==> src/rtl/nonlinear_ctrl_if.sv <==
// nonlinear_ctrl_if: bundles the PE_config handshake, temp-buffer ports and
// datapath streams of nonlinear_ctrl. The slave modport is the controller's view.
interface nonlinear_ctrl_if #(
   parameter int RSA_DW = 16,
   parameter int TB_AW  = 12
);
   logic [2:0]        nonlinear_m_val;
   logic [2:0]        nonlinear_m_rdy;
   logic [2:0]        nonlinear_s_rdy;
   logic [2:0]        nonlinear_s_val;
   logic              TB_ena;
   logic [TB_AW-1:0]  TB_addra;
   logic [RSA_DW-1:0] TB_douta;
   logic              TB_enb;
   logic              TB_web;
   logic [TB_AW-1:0]  TB_addrb;
   logic [RSA_DW-1:0] TB_dinb;
   logic              op_val;
   logic [RSA_DW-1:0] op_data;
   logic              res_val;
   logic [RSA_DW-1:0] res_data;
   logic              nl_err;

   modport slave (
      input  nonlinear_m_val, nonlinear_m_rdy, TB_douta, res_val, res_data,
      output nonlinear_s_rdy, nonlinear_s_val, TB_ena, TB_addra,
             TB_enb, TB_web, TB_addrb, TB_dinb, op_val, op_data, nl_err
   );

   modport master (
      output nonlinear_m_val, nonlinear_m_rdy, TB_douta, res_val, res_data,
      input  nonlinear_s_rdy, nonlinear_s_val, TB_ena, TB_addra,
             TB_enb, TB_web, TB_addrb, TB_dinb, op_val, op_data, nl_err
   );
endinterface

==> src/rtl/nonlinear_ctrl.sv <==
// nonlinear_ctrl: sequences one nonlinear stage (PRD/NEW/UPD) -- reads operands
// from the temp buffer, streams them to the datapath, collects results and
// writes them back, then holds a completion until PE_config takes it.
// Optional macro NL_TIMEOUT_EN: CAL watchdog with sticky nl_err.
module nonlinear_ctrl #(
   parameter int RSA_DW   = 16,
   parameter int TB_AW    = 12,
   parameter int RD_DELAY = 3,
   parameter int RD_BASE  = 0,
   parameter int WR_BASE  = 16
)(
   input logic             clk,
   input logic             sys_rst,
   nonlinear_ctrl_if.slave bus
);
   localparam logic [TB_AW-1:0] RD_B = TB_AW'(RD_BASE);
   localparam logic [TB_AW-1:0] WR_B = TB_AW'(WR_BASE);

   typedef enum logic [2:0] {IDLE, RD, CAL, WR, DONE} state_t;

   state_t            state;
   logic [2:0]        stage;
   logic [2:0]        rd_cnt;
   logic [1:0]        res_cnt;
   logic [1:0]        wr_cnt;
   logic [RSA_DW-1:0] res_buf [3];
   // bit 0 is the registered TB_ena; bit k marks a read issued k cycles ago
   logic [RD_DELAY:0] vld_pipe;
   logic [2:0]        s_rdy_q, s_val_q;
   logic [TB_AW-1:0]  addra_q, addrb_q;
   logic              enb_q;
   logic [RSA_DW-1:0] dinb_q;
   logic [2:0]        n_ops;
   logic [1:0]        n_res;
   logic              req_ok, res_take;
`ifdef NL_TIMEOUT_EN
   logic [7:0]        wdog;
   logic              err_q;
`endif

   // per-stage operand/result counts; PRD is the only 3/3 stage
   always_comb begin
      n_ops = 3'd3;
      n_res = 2'd3;
      if (stage != 3'b001) begin
         n_ops = 3'd5;
         n_res = 2'd2;
      end
   end

   assign req_ok   = (bus.nonlinear_m_val == 3'b001) || (bus.nonlinear_m_val == 3'b010) ||
                     (bus.nonlinear_m_val == 3'b100);
   // early results during RD count too; surplus or out-of-phase results drop
   assign res_take = bus.res_val && ((state == RD) || (state == CAL)) && (res_cnt < n_res);

   // control FSM, read-delay pipeline and result buffer
   always_ff @(posedge clk) begin
      if (sys_rst) begin
         state    <= IDLE;
         stage    <= 3'b000;
         rd_cnt   <= 3'd0;
         res_cnt  <= 2'd0;
         wr_cnt   <= 2'd0;
         vld_pipe <= '0;
         s_rdy_q  <= 3'b000;
         s_val_q  <= 3'b000;
         addra_q  <= '0;
         addrb_q  <= '0;
         enb_q    <= 1'b0;
         dinb_q   <= '0;
         for (int k = 0; k < 3; k++) res_buf[k] <= '0;
`ifdef NL_TIMEOUT_EN
         wdog     <= 8'd0;
         err_q    <= 1'b0;
`endif
      end else begin
         vld_pipe <= {vld_pipe[RD_DELAY-1:0], (state == RD)};
         enb_q    <= 1'b0;
         if (res_take) begin
            res_buf[res_cnt] <= bus.res_data;
            res_cnt          <= res_cnt + 2'd1;
         end
         case (state)
            IDLE: begin
               if (req_ok) begin
                  stage   <= bus.nonlinear_m_val;
                  rd_cnt  <= 3'd0;
                  res_cnt <= 2'd0;
                  wr_cnt  <= 2'd0;
                  s_rdy_q <= 3'b000;
                  state   <= RD;
               end else begin
                  s_rdy_q <= 3'b111;
               end
            end
            RD: begin
               addra_q <= RD_B + TB_AW'(rd_cnt);
               rd_cnt  <= rd_cnt + 3'd1;
`ifdef NL_TIMEOUT_EN
               wdog    <= 8'd0;
`endif
               if (rd_cnt == n_ops - 3'd1) state <= CAL;
            end
            CAL: begin
               if (res_cnt == n_res) begin
                  state <= WR;
               end else begin
`ifdef NL_TIMEOUT_EN
                  wdog <= wdog + 8'd1;
                  if (wdog == 8'd254) begin
                     err_q   <= 1'b1;
                     s_rdy_q <= 3'b111;
                     state   <= IDLE;
                  end
`endif
               end
            end
            WR: begin
               enb_q   <= 1'b1;
               addrb_q <= WR_B + TB_AW'(wr_cnt);
               dinb_q  <= res_buf[wr_cnt];
               wr_cnt  <= wr_cnt + 2'd1;
               if (wr_cnt == n_res - 2'd1) begin
                  s_val_q <= stage;
                  state   <= DONE;
               end
            end
            DONE: begin
               if ((bus.nonlinear_m_rdy & stage) != 3'b000) begin
                  s_val_q <= 3'b000;
                  s_rdy_q <= 3'b111;
                  state   <= IDLE;
               end
            end
            default: state <= IDLE;
         endcase
      end
   end

   assign bus.nonlinear_s_rdy = s_rdy_q;
   assign bus.nonlinear_s_val = s_val_q;
   assign bus.TB_ena          = vld_pipe[0];
   assign bus.TB_addra        = addra_q;
   assign bus.TB_enb          = enb_q;
   assign bus.TB_web          = enb_q;
   assign bus.TB_addrb        = addrb_q;
   assign bus.TB_dinb         = dinb_q;
   assign bus.op_val          = vld_pipe[RD_DELAY];
   assign bus.op_data         = vld_pipe[RD_DELAY] ? bus.TB_douta : '0;
`ifdef NL_TIMEOUT_EN
   assign bus.nl_err          = err_q;
`else
   assign bus.nl_err          = 1'b0;
`endif
endmodule

==> src/flat_wrapper.sv <==
// flat-port wrapper written by rule: the top's interface ports become plain ports
module nonlinear_ctrl_flat 
#(
   parameter int RSA_DW   = 16,
   parameter int TB_AW    = 12,
   parameter int RD_DELAY = 3,
   parameter int RD_BASE  = 0,
   parameter int WR_BASE  = 16
)
  (clk, sys_rst, bus_nonlinear_m_val, bus_nonlinear_m_rdy, bus_TB_douta, bus_res_val, bus_res_data, bus_nonlinear_s_rdy, bus_nonlinear_s_val, bus_TB_ena, bus_TB_addra, bus_TB_enb, bus_TB_web, bus_TB_addrb, bus_TB_dinb, bus_op_val, bus_op_data, bus_nl_err);
  nonlinear_ctrl_if #(.RSA_DW(RSA_DW), .TB_AW(TB_AW)) bus_i ();
  input logic clk;
  input logic sys_rst;
  input wire logic [$bits(bus_i.nonlinear_m_val)-1:0] bus_nonlinear_m_val;
  input wire logic [$bits(bus_i.nonlinear_m_rdy)-1:0] bus_nonlinear_m_rdy;
  input wire logic [$bits(bus_i.TB_douta)-1:0] bus_TB_douta;
  input wire logic [$bits(bus_i.res_val)-1:0] bus_res_val;
  input wire logic [$bits(bus_i.res_data)-1:0] bus_res_data;
  output wire logic [$bits(bus_i.nonlinear_s_rdy)-1:0] bus_nonlinear_s_rdy;
  output wire logic [$bits(bus_i.nonlinear_s_val)-1:0] bus_nonlinear_s_val;
  output wire logic [$bits(bus_i.TB_ena)-1:0] bus_TB_ena;
  output wire logic [$bits(bus_i.TB_addra)-1:0] bus_TB_addra;
  output wire logic [$bits(bus_i.TB_enb)-1:0] bus_TB_enb;
  output wire logic [$bits(bus_i.TB_web)-1:0] bus_TB_web;
  output wire logic [$bits(bus_i.TB_addrb)-1:0] bus_TB_addrb;
  output wire logic [$bits(bus_i.TB_dinb)-1:0] bus_TB_dinb;
  output wire logic [$bits(bus_i.op_val)-1:0] bus_op_val;
  output wire logic [$bits(bus_i.op_data)-1:0] bus_op_data;
  output wire logic [$bits(bus_i.nl_err)-1:0] bus_nl_err;
  assign bus_i.nonlinear_m_val = bus_nonlinear_m_val;
  assign bus_i.nonlinear_m_rdy = bus_nonlinear_m_rdy;
  assign bus_i.TB_douta = bus_TB_douta;
  assign bus_i.res_val = bus_res_val;
  assign bus_i.res_data = bus_res_data;
  assign bus_nonlinear_s_rdy = bus_i.nonlinear_s_rdy;
  assign bus_nonlinear_s_val = bus_i.nonlinear_s_val;
  assign bus_TB_ena = bus_i.TB_ena;
  assign bus_TB_addra = bus_i.TB_addra;
  assign bus_TB_enb = bus_i.TB_enb;
  assign bus_TB_web = bus_i.TB_web;
  assign bus_TB_addrb = bus_i.TB_addrb;
  assign bus_TB_dinb = bus_i.TB_dinb;
  assign bus_op_val = bus_i.op_val;
  assign bus_op_data = bus_i.op_data;
  assign bus_nl_err = bus_i.nl_err;
  nonlinear_ctrl #(.RSA_DW(RSA_DW), .TB_AW(TB_AW), .RD_DELAY(RD_DELAY), .RD_BASE(RD_BASE), .WR_BASE(WR_BASE)) u_core (.clk(clk), .sys_rst(sys_rst), .bus(bus_i));
endmodule
==> config.mk <==
export PLATFORM = sky130hd
export DESIGN_NAME = nonlinear_ctrl_flat
export DESIGN_NICKNAME = d
export VERILOG_FILES = /design/src/rtl/nonlinear_ctrl_if.sv /design/src/rtl/nonlinear_ctrl.sv /design/src/flat_wrapper.sv
export SDC_FILE = /design/constraint.sdc
export NUM_CORES = 1
export LEC_CHECK = 0
export ABC_AREA = 1
export BUFFER_PORTS_ARGS = -buffer_cell sky130_fd_sc_hd__buf_2
export CORE_ASPECT_RATIO = 1.25
export CORE_MARGIN = 2
export CORE_UTILIZATION = 54
export CTS_CLUSTER_SIZE = 20
export DETAILED_ROUTE_END_ITERATION = 7
export GPL_TIMING_DRIVEN = 1
export MAX_ROUTING_LAYER = met4
export PLACE_DENSITY_LB_ADDON = 0.05
export SYNTH_ARGS = -nofsm -noshare
export SYNTH_HDL_FRONTEND = slang
export SYNTH_SLANG_ARGS = --single-unit
==> constraint.sdc <==
create_clock -name clk -period 2.8 [get_ports clk]
set_clock_uncertainty 0.1 [all_clocks]
set_input_delay 0.7 -clock clk [delete_from_list [all_inputs] [get_ports clk]]
set_output_delay 0.7 -clock clk [all_outputs]
set_load 0.005 [all_outputs]
=== Yosys cells after proc, flatten, opt, wreduce, memory -nomap -nowiden ===
Memories as Yosys holds them, arrays and structs flattened. A register that Yosys moved wholly into a read port is not among the register bits.
Index checks and enable logic that the tools add are counted.

* Register bits: 39
* Bits in writable memories: 48
* Input bits: 41
* Output and inout port bits: 67
* Memories kept: 1

{| class="wikitable"
|+ Memory list
! name !! words !! width !! rd ports !! clocked after Yosys merged registers in !! write ports !! RTL line !! source
|-
| u_core.res_buf || 3 || 16 || 1 || 1 || 3 || nonlinear_ctrl.sv:26 || <nowiki>logic [RSA_DW-1:0] res_buf [3];</nowiki>
|}

* Add/sub/neg operators: 6
* Order comparisons: 1
* Eq/ne operators: 16
* Multiplexer cells: 30
* Bitwise logic cells: 1
* Reduce and logical (&&, ||, !) cells: 18

{| class="wikitable"
|+ Operators with widths
! cell !! count
|-
| $mux 16 || 2
|-
| $mux 3 || 10
|-
| $pmux 3 s2 || 3
|-
| $reduce_or 16->1 || 1
|-
| $pmux 3 s5 || 1
|-
| $mux 2 || 5
|-
| $eq 3x2->1 const B || 3
|-
| $mux 1 || 8
|-
| $reduce_and 2->1 || 4
|-
| $reduce_bool 2->1 || 4
|-
| $add 5x2->6 const A || 1
|-
| $eq 3x1->1 const B || 2
|-
| $eq 3x3->1 const B || 2
|-
| $ne 2x1->1 const B || 3
|-
| $reduce_and 5->1 || 1
|-
| $add 2x1->2 const B || 2
|-
| $eq 2x2->1 || 2
|-
| $ne 2x2->1 const B || 2
|-
| $pmux 2 s2 || 1
|-
| $add 3x1->3 const B || 1
|-
| $and 3x3->3 || 1
|-
| $eq 3x3->1 || 1
|-
| $logic_not 3->1 || 1
|-
| $logic_or 1x1->1 || 3
|-
| 7 further kinds || 8
|}

=== Depth between registers and ports, before layout ===
Gate-level depths: netlist (run 1).

* Word-level depth: 9
* Gate-level depth with buffers: 13
* Mapped depth without buffers: 13

=== Worst setup path after synthesis (run 1) ===
No wires, ideal clock.

* Path kind: input to register
* Start: in bus_res_val
* End: mem u_core.res_buf[1][0], enable pin
* Arrival time: 1.661 ns
* Slack: 0.667 ns
* Stages on the path: 7
* Buffers on the path: 1
* Cells stage by stage: nand2_2 nor2_2 inv_2 nor2_8 nand2_4 buf_6 nand2_1

{| class="wikitable"
|+ RTL lines
! item !! RTL line !! source
|-
| start: declaration || flat_wrapper.sv:17 || <nowiki>input wire logic [$bits(bus_i.res_val)-1:0] bus_res_val;</nowiki>
|-
| end: declaration || nonlinear_ctrl.sv:26 ||
|}

==> metrics.cfg, run 1 <==
[synth]
synth-edff-count = 64
synth_async_sr_flop_share = 0
yosys.cell_types.count = 33
synth-seq-cells = 108
synth_cells = 558
ys_seq_area_frac = 0.5710
ys_warn_count = 0
syn_area_per_cell_um2 = 8.797
syn_area_mm2 = 0.004908
synth_ff_type = edfxtp_1

[timing]
setup_viol = 0
hold_ws_ns = 0.3068
finalSetupTns_ns = 0
finalCriticalPeriod_ns = 2.381
finalHoldViolations = 0
finalWorstSetupSlack_ns = 0.4190
maxSlewViolCount = 0
rsz0062_at_grt = no
fmax_mhz = 420.0
max_slew_margin = 0.5554
worst_pin_slew_ns = 0.6653
fin_crit_sh = 0.8504

[detailed_routing]
ant_nets = 0
first_iter_violations = 187
post_drt_wl_per_cell_um = 13.58
drcViolationCount = 0
routed_via_density = 4.982
drt-total-wl_mm = 10.38
vias = 3806
first_pass_iters = 5

[grt]
grt_max_degree = 34
grt_pass1_wl_mm = 16.37
antenna_found_initial = 0
grt_usage = 0.2192
grt_pass1_vias = 3463
grt-ovfl-total = 0

[critical_path]
path_cells = nand3_1, inv_1, ha_1, nor2_1, nor2_2, inv_2, nor2_8, nand2_4, nand2_1
worst-path-max-fanout = 17
cp.required_ns = 2.71
critPathKind = reg -> reg
cp.arrival_ns = 2.29
crit_buf_inv = 2
cpPeakStageDelay_ns = 0.54
crit_family = simple AND/OR/NAND/NOR gates
slowest_stage = nand2_1
start_kind = flip-flop
cp-end-kind = flip-flop

[place]
port_buffers = 88
dp_slack_ns = 0.3870
place_hpwl_mm = 7.364
post_dp_cell_area_mm2 = 0.005355
numPlacedInstances = 748
gp_congestion = 0.8667

[cells_and_area]
layout-drive-gt1-share = 0.2034
mostFrequentLayoutCell = nor2_1
fin_util = 0.6389
stdcell_count = 764
area_growth_pct = 13.87
layout_common_cells = nor2_1, buf_2, inv_1, edfxtp_1, nand2_1
finalInstanceArea_mm2 = 0.005589
nets = 686
antennaDiodeCount = 0

[floorplan]
die-area_mm2 = 0.009873
die_h_um = 110.6
rows = 38
die_w_um = 89.28
io_pins = 108
initial_utilization = 0.5611
core_region_area_mm2 = 0.008748

[run_status]
status = completed

[power]
p_leak_nw = 2.785
power_per_cell_area_mw_per_mm2 = 735.8
power_mw = 4.113
ir_worst_vdd_v = 0.0004808

[min_path]
hold_path_class = reg -> reg

[clock_tree]
cts_max_path_buffers = 2
post_cts_buffers = 0
clock_latency_ns = 0.37
cts_root_buf = clkbuf_8
cts-resized-gates = 0
cts-hold-fix-buffers = 0
numClockSinks = 108
h-tree-depth = 3
cts_buffers = 9
cts_tree = built
path_clk_slew_ns = 0.10

[run]
cap_violations = 0

[kinds of logic after synthesis]
group,share of synthesized area
buf+inv,0.1173
flops,0.5710
other cells,0.0007640
fa+ha+maj,0.01529
simple gates,0.1968
compound gates,0.09891
[worst reg2reg max path, delay by kind of cell, from the launching register on]
family / cells / cell delay, ns
flip-flops: 1 / 0.42
buffers and inverters: 2 / 0.17
AND/OR/NAND/NOR: 6 / 1.19
adder cells (fa/ha/maj): 1 / 0.14
[synth_stat cells, types with 6 or more instances]
cell / n / area share
nor2_1: 136 / 0.10
inv_1: 76 / 0.058
edfxtp_1: 64 / 0.39
nand2_1: 58 / 0.044
o21ai_0: 52 / 0.053
dfxtp_1: 44 / 0.18
buf_4: 22 / 0.034
a21oi_1: 16 / 0.016
o22ai_1: 16 / 0.020
clkbuf_1: 15 / 0.011
nand3_1: 14 / 0.014
ha_1: 6 / 0.015
[path summary, 6_finish.rpt]
check | start | end | slack, ns | cells after the start
max | u_core.stage[0]$_SDFFE_PP0P_ | u_core.res_buf[2][13]$_SDFFCE_PN0P_ | 0.42 | 9
min | u_core.vld_pipe[2]$_SDFF_PP0_ | u_core.vld_pipe[3]$_SDFF_PP0_ | 0.31 | 2
max reg2reg | u_core.stage[0]$_SDFFE_PP0P_ | u_core.res_buf[2][13]$_SDFFCE_PN0P_ | 0.42 | 9
min reg2reg | u_core.vld_pipe[2]$_SDFF_PP0_ | u_core.vld_pipe[3]$_SDFF_PP0_ | 0.31 | 2
[where the power goes]
group / internal (mW) / switching [mW]
Combinational: 0.358 / 0.665
Sequential: 1.88 / 0.119
Clock: 0.521 / 0.566
[state kept, by name, indices dropped and copies added (netlist names)]
signal / cells
u_core.res_buf: 64
u_core.bus.TB_dinb: 16
u_core.vld_pipe: 4
u_core.bus.TB_addra: 3
u_core.bus.TB_addrb: 3
u_core.bus.nonlinear_s_val: 3
u_core.rd_cnt: 3
u_core.stage: 3
u_core.state: 3
u_core.res_cnt: 2
u_core.wr_cnt: 2
u_core.bus.TB_enb: 1
u_core.bus.nonlinear_s_rdy: 1
[final cells by class]
cell class,count,area (um2)
clock buffers,9,123.9
clock inverters,7,110.1
fillers,798,3159
inverters,79,296.5
multi-input cells,344,1598
flip-flops and latches,108,2803
well taps,120,150.1
repair buffers,97,508.0
[per-layer routing]
metal | vias to the layer above | track usage | wire length, um
met5 | - | - | 0
li1 | 1903 | - | -
met4 | 0 | 0.06866 | 118
met1 | 1768 | 0.2699 | 4305
met3 | 11 | 0.04933 | 625
met2 | 124 | 0.3556 | 5326
(Power assumes the default switching activity.)
==> inputs of run 2 (changes only) <==
--- a/config.mk
+++ b/config.mk
@@ -12,9 +12,10 @@
 export CORE_UTILIZATION = 54
 export CTS_CLUSTER_SIZE = 20
 export DETAILED_ROUTE_END_ITERATION = 7
-export GPL_TIMING_DRIVEN = 1
+export GPL_TIMING_DRIVEN = 0
 export MAX_ROUTING_LAYER = met4
 export PLACE_DENSITY_LB_ADDON = 0.05
+export RECOVER_POWER = 100
 export SYNTH_ARGS = -nofsm -noshare
 export SYNTH_HDL_FRONTEND = slang
 export SYNTH_SLANG_ARGS = --single-unit
==> constraint.sdc (replaced) <==
create_clock -name clk -period 2.7 [get_ports clk]
set_clock_uncertainty 0.1 [all_clocks]
set_input_delay 0.675 -clock clk [delete_from_list [all_inputs] [get_ports clk]]
set_output_delay 0.675 -clock clk [all_outputs]
set_load 0.005 [all_outputs]
==> run 2 against run 1 <==
Compared with the run above: die area is the same; wire length grew 8.3%; worst hold slack gained 0.0076 ns; flip-flop and latch count is the same; clock power shrank 19%; critical path type unchanged; register-to-register slack lost 0.19 ns; maximum frequency shrank 3.8%; non-clock buffer count grew 36; design area grew 1.3%; sequential share of layout area shrank 0.66 points.
==> metrics.cfg, run 2 (synthesized netlist as in run 1, its figures left out) <==
[run_status]
status = completed

[grt]
grt_pass1_wl_mm = 17.88
antenna_found_initial = 0
grt_pass1_vias = 3601
grt_usage = 0.2444
grt_max_degree = 18
grt-ovfl-total = 0

[cells_and_area]
nets = 722
finalInstanceArea_mm2 = 0.005664
layout_common_cells = nor2_1, inv_1, edfxtp_1, nand2_1, o21ai_0
regMostFlops = u_core.res_buf
area_growth_pct = 15.40
mostFrequentLayoutCell = nor2_1
fin_util = 0.6475
fill_cells = 810
seqCellArea_mm2 = 0.002803
layout-drive-gt1-share = 0.1515
antennaDiodeCount = 0
multi_input_area_mm2 = 0.001578
largest_register_ffs = 64

[place]
gp_congestion = 0.8394
port_buffers = 88
place_hpwl_mm = 8.006
post_dp_cell_area_mm2 = 0.005567

[critical_path]
cp.required_ns = 2.63
cp-end-kind = flip-flop
worst-path-max-fanout = 16
cp.arrival_ns = 2.40
critPathKind = reg -> reg
start_kind = flip-flop

[detailed_routing]
vias = 3904
post_drt_wl_per_cell_um = 14.05
first_iter_violations = 218
routed_via_density = 4.880
drcViolationCount = 0
drt-total-wl_mm = 11.24
ant_nets = 0
first_pass_iters = 5

[floorplan]
rows = 38
die_w_um = 89.28
io_pins = 108
core_region_area_mm2 = 0.008748
die-area_mm2 = 0.009873
die_h_um = 110.6
initial_utilization = 0.5611

[clock_tree]
cts_max_path_buffers = 2
clock_latency_ns = 0.38
cts_root_buf = clkbuf_8
cts-resized-gates = 2
cts-hold-fix-buffers = 0
post_cts_buffers = 0
h-tree-depth = 3
cts_buffers = 9
numClockSinks = 108
path_clk_slew_ns = 0.09
cts_tree = built

[power]
ir_worst_vdd_v = 0.0004304
p_leak_nw = 2.726
power_per_cell_area_mw_per_mm2 = 715.4

[run]
cap_violations = 0

[timing]
fin_crit_sh = 0.9167
fmax_mhz = 404.0
maxSlewViolCount = 0
setup_viol = 0
max_slew_margin = 0.3892
finalHoldViolations = 0
finalCriticalPeriod_ns = 2.475
worst_pin_slew_ns = 0.9092
rsz0062_at_grt = no

[min_path]
hold_path_class = reg -> reg

[run 2: cell count changes in the layout (fill, tap and decap cells not counted), sizes merged]
cell	delta
buf	-19
clkinvlp	+1
clkbuf	+56
clkinv	+1
inv	-1
bufinv	-2
[run 2: where the power goes]
group          switching [mW]  internal, mW
combinational           0.723         0.385
sequential              0.107          1.95
clock                   0.548         0.336
total                    1.38          2.67
[run 2: final cells by class]
cell class	instances	area share
flip-flops and latches	108	0.4948
clock buffers	10	0.02253
repair buffers	88	0.06936
plain buffers	45	0.04904
well taps	120	0.02651
inverters	79	0.05235
multi-input cells	344	0.2786
clock inverters	6	0.006848
[run 2: path summary, 6_finish.rpt]
path	slack (ns)	to	cells past startpoint	startpoint
min	0.31	u_core.vld_pipe[3]$_SDFF_PP0_	2	u_core.vld_pipe[2]$_SDFF_PP0_
max	0.22	u_core.res_buf[0][12]$_SDFFCE_PN0P_	11	u_core.stage[1]$_SDFFE_PP0P_
min reg2reg	0.31	u_core.vld_pipe[3]$_SDFF_PP0_	2	u_core.vld_pipe[2]$_SDFF_PP0_
max reg2reg	0.22	u_core.res_buf[0][12]$_SDFFCE_PN0P_	11	u_core.stage[1]$_SDFFE_PP0P_
[run 2: critical path: stages, from the launching register on]
cell and delay [ns]:
dfxtp_1 0.34, inv_1 0.14, nand3_1 0.16, inv_1 0.09, ha_1 0.14, nor2_1 0.06, nor2_2 0.14, inv_1 0.13
nor2_8 0.15, nand2_4 0.12, buf_6 0.18, nand2_2 0.37
[run 2: per-stage QoR]
step	hold slack, ns	worst slack, ns	TNS, ns	total power, mW	cells
floorplan	0.2883	0.5723	0	2.870	576
global placement	0.2925	0.03244	0	3.202	784
detailed placement	0.3051	-0.01833	-0.2802	3.236	784
CTS	0.3183	0.07347	0	4.105	800
global route	0.3319	0.07160	0	4.312	800
finish	0.3144	0.2248	0	4.052	800
[run 2: metal layers]
metal  vias to the layer above  track usage  share of wire  wire length, um
li1                       1975            -              -                -
met1                      1802       0.3124           0.41             4618
met2                       111       0.3837           0.52             5829
met3                        16      0.04185          0.055              616
met4                         0      0.09751          0.016              176
met5                         -            -              0                0
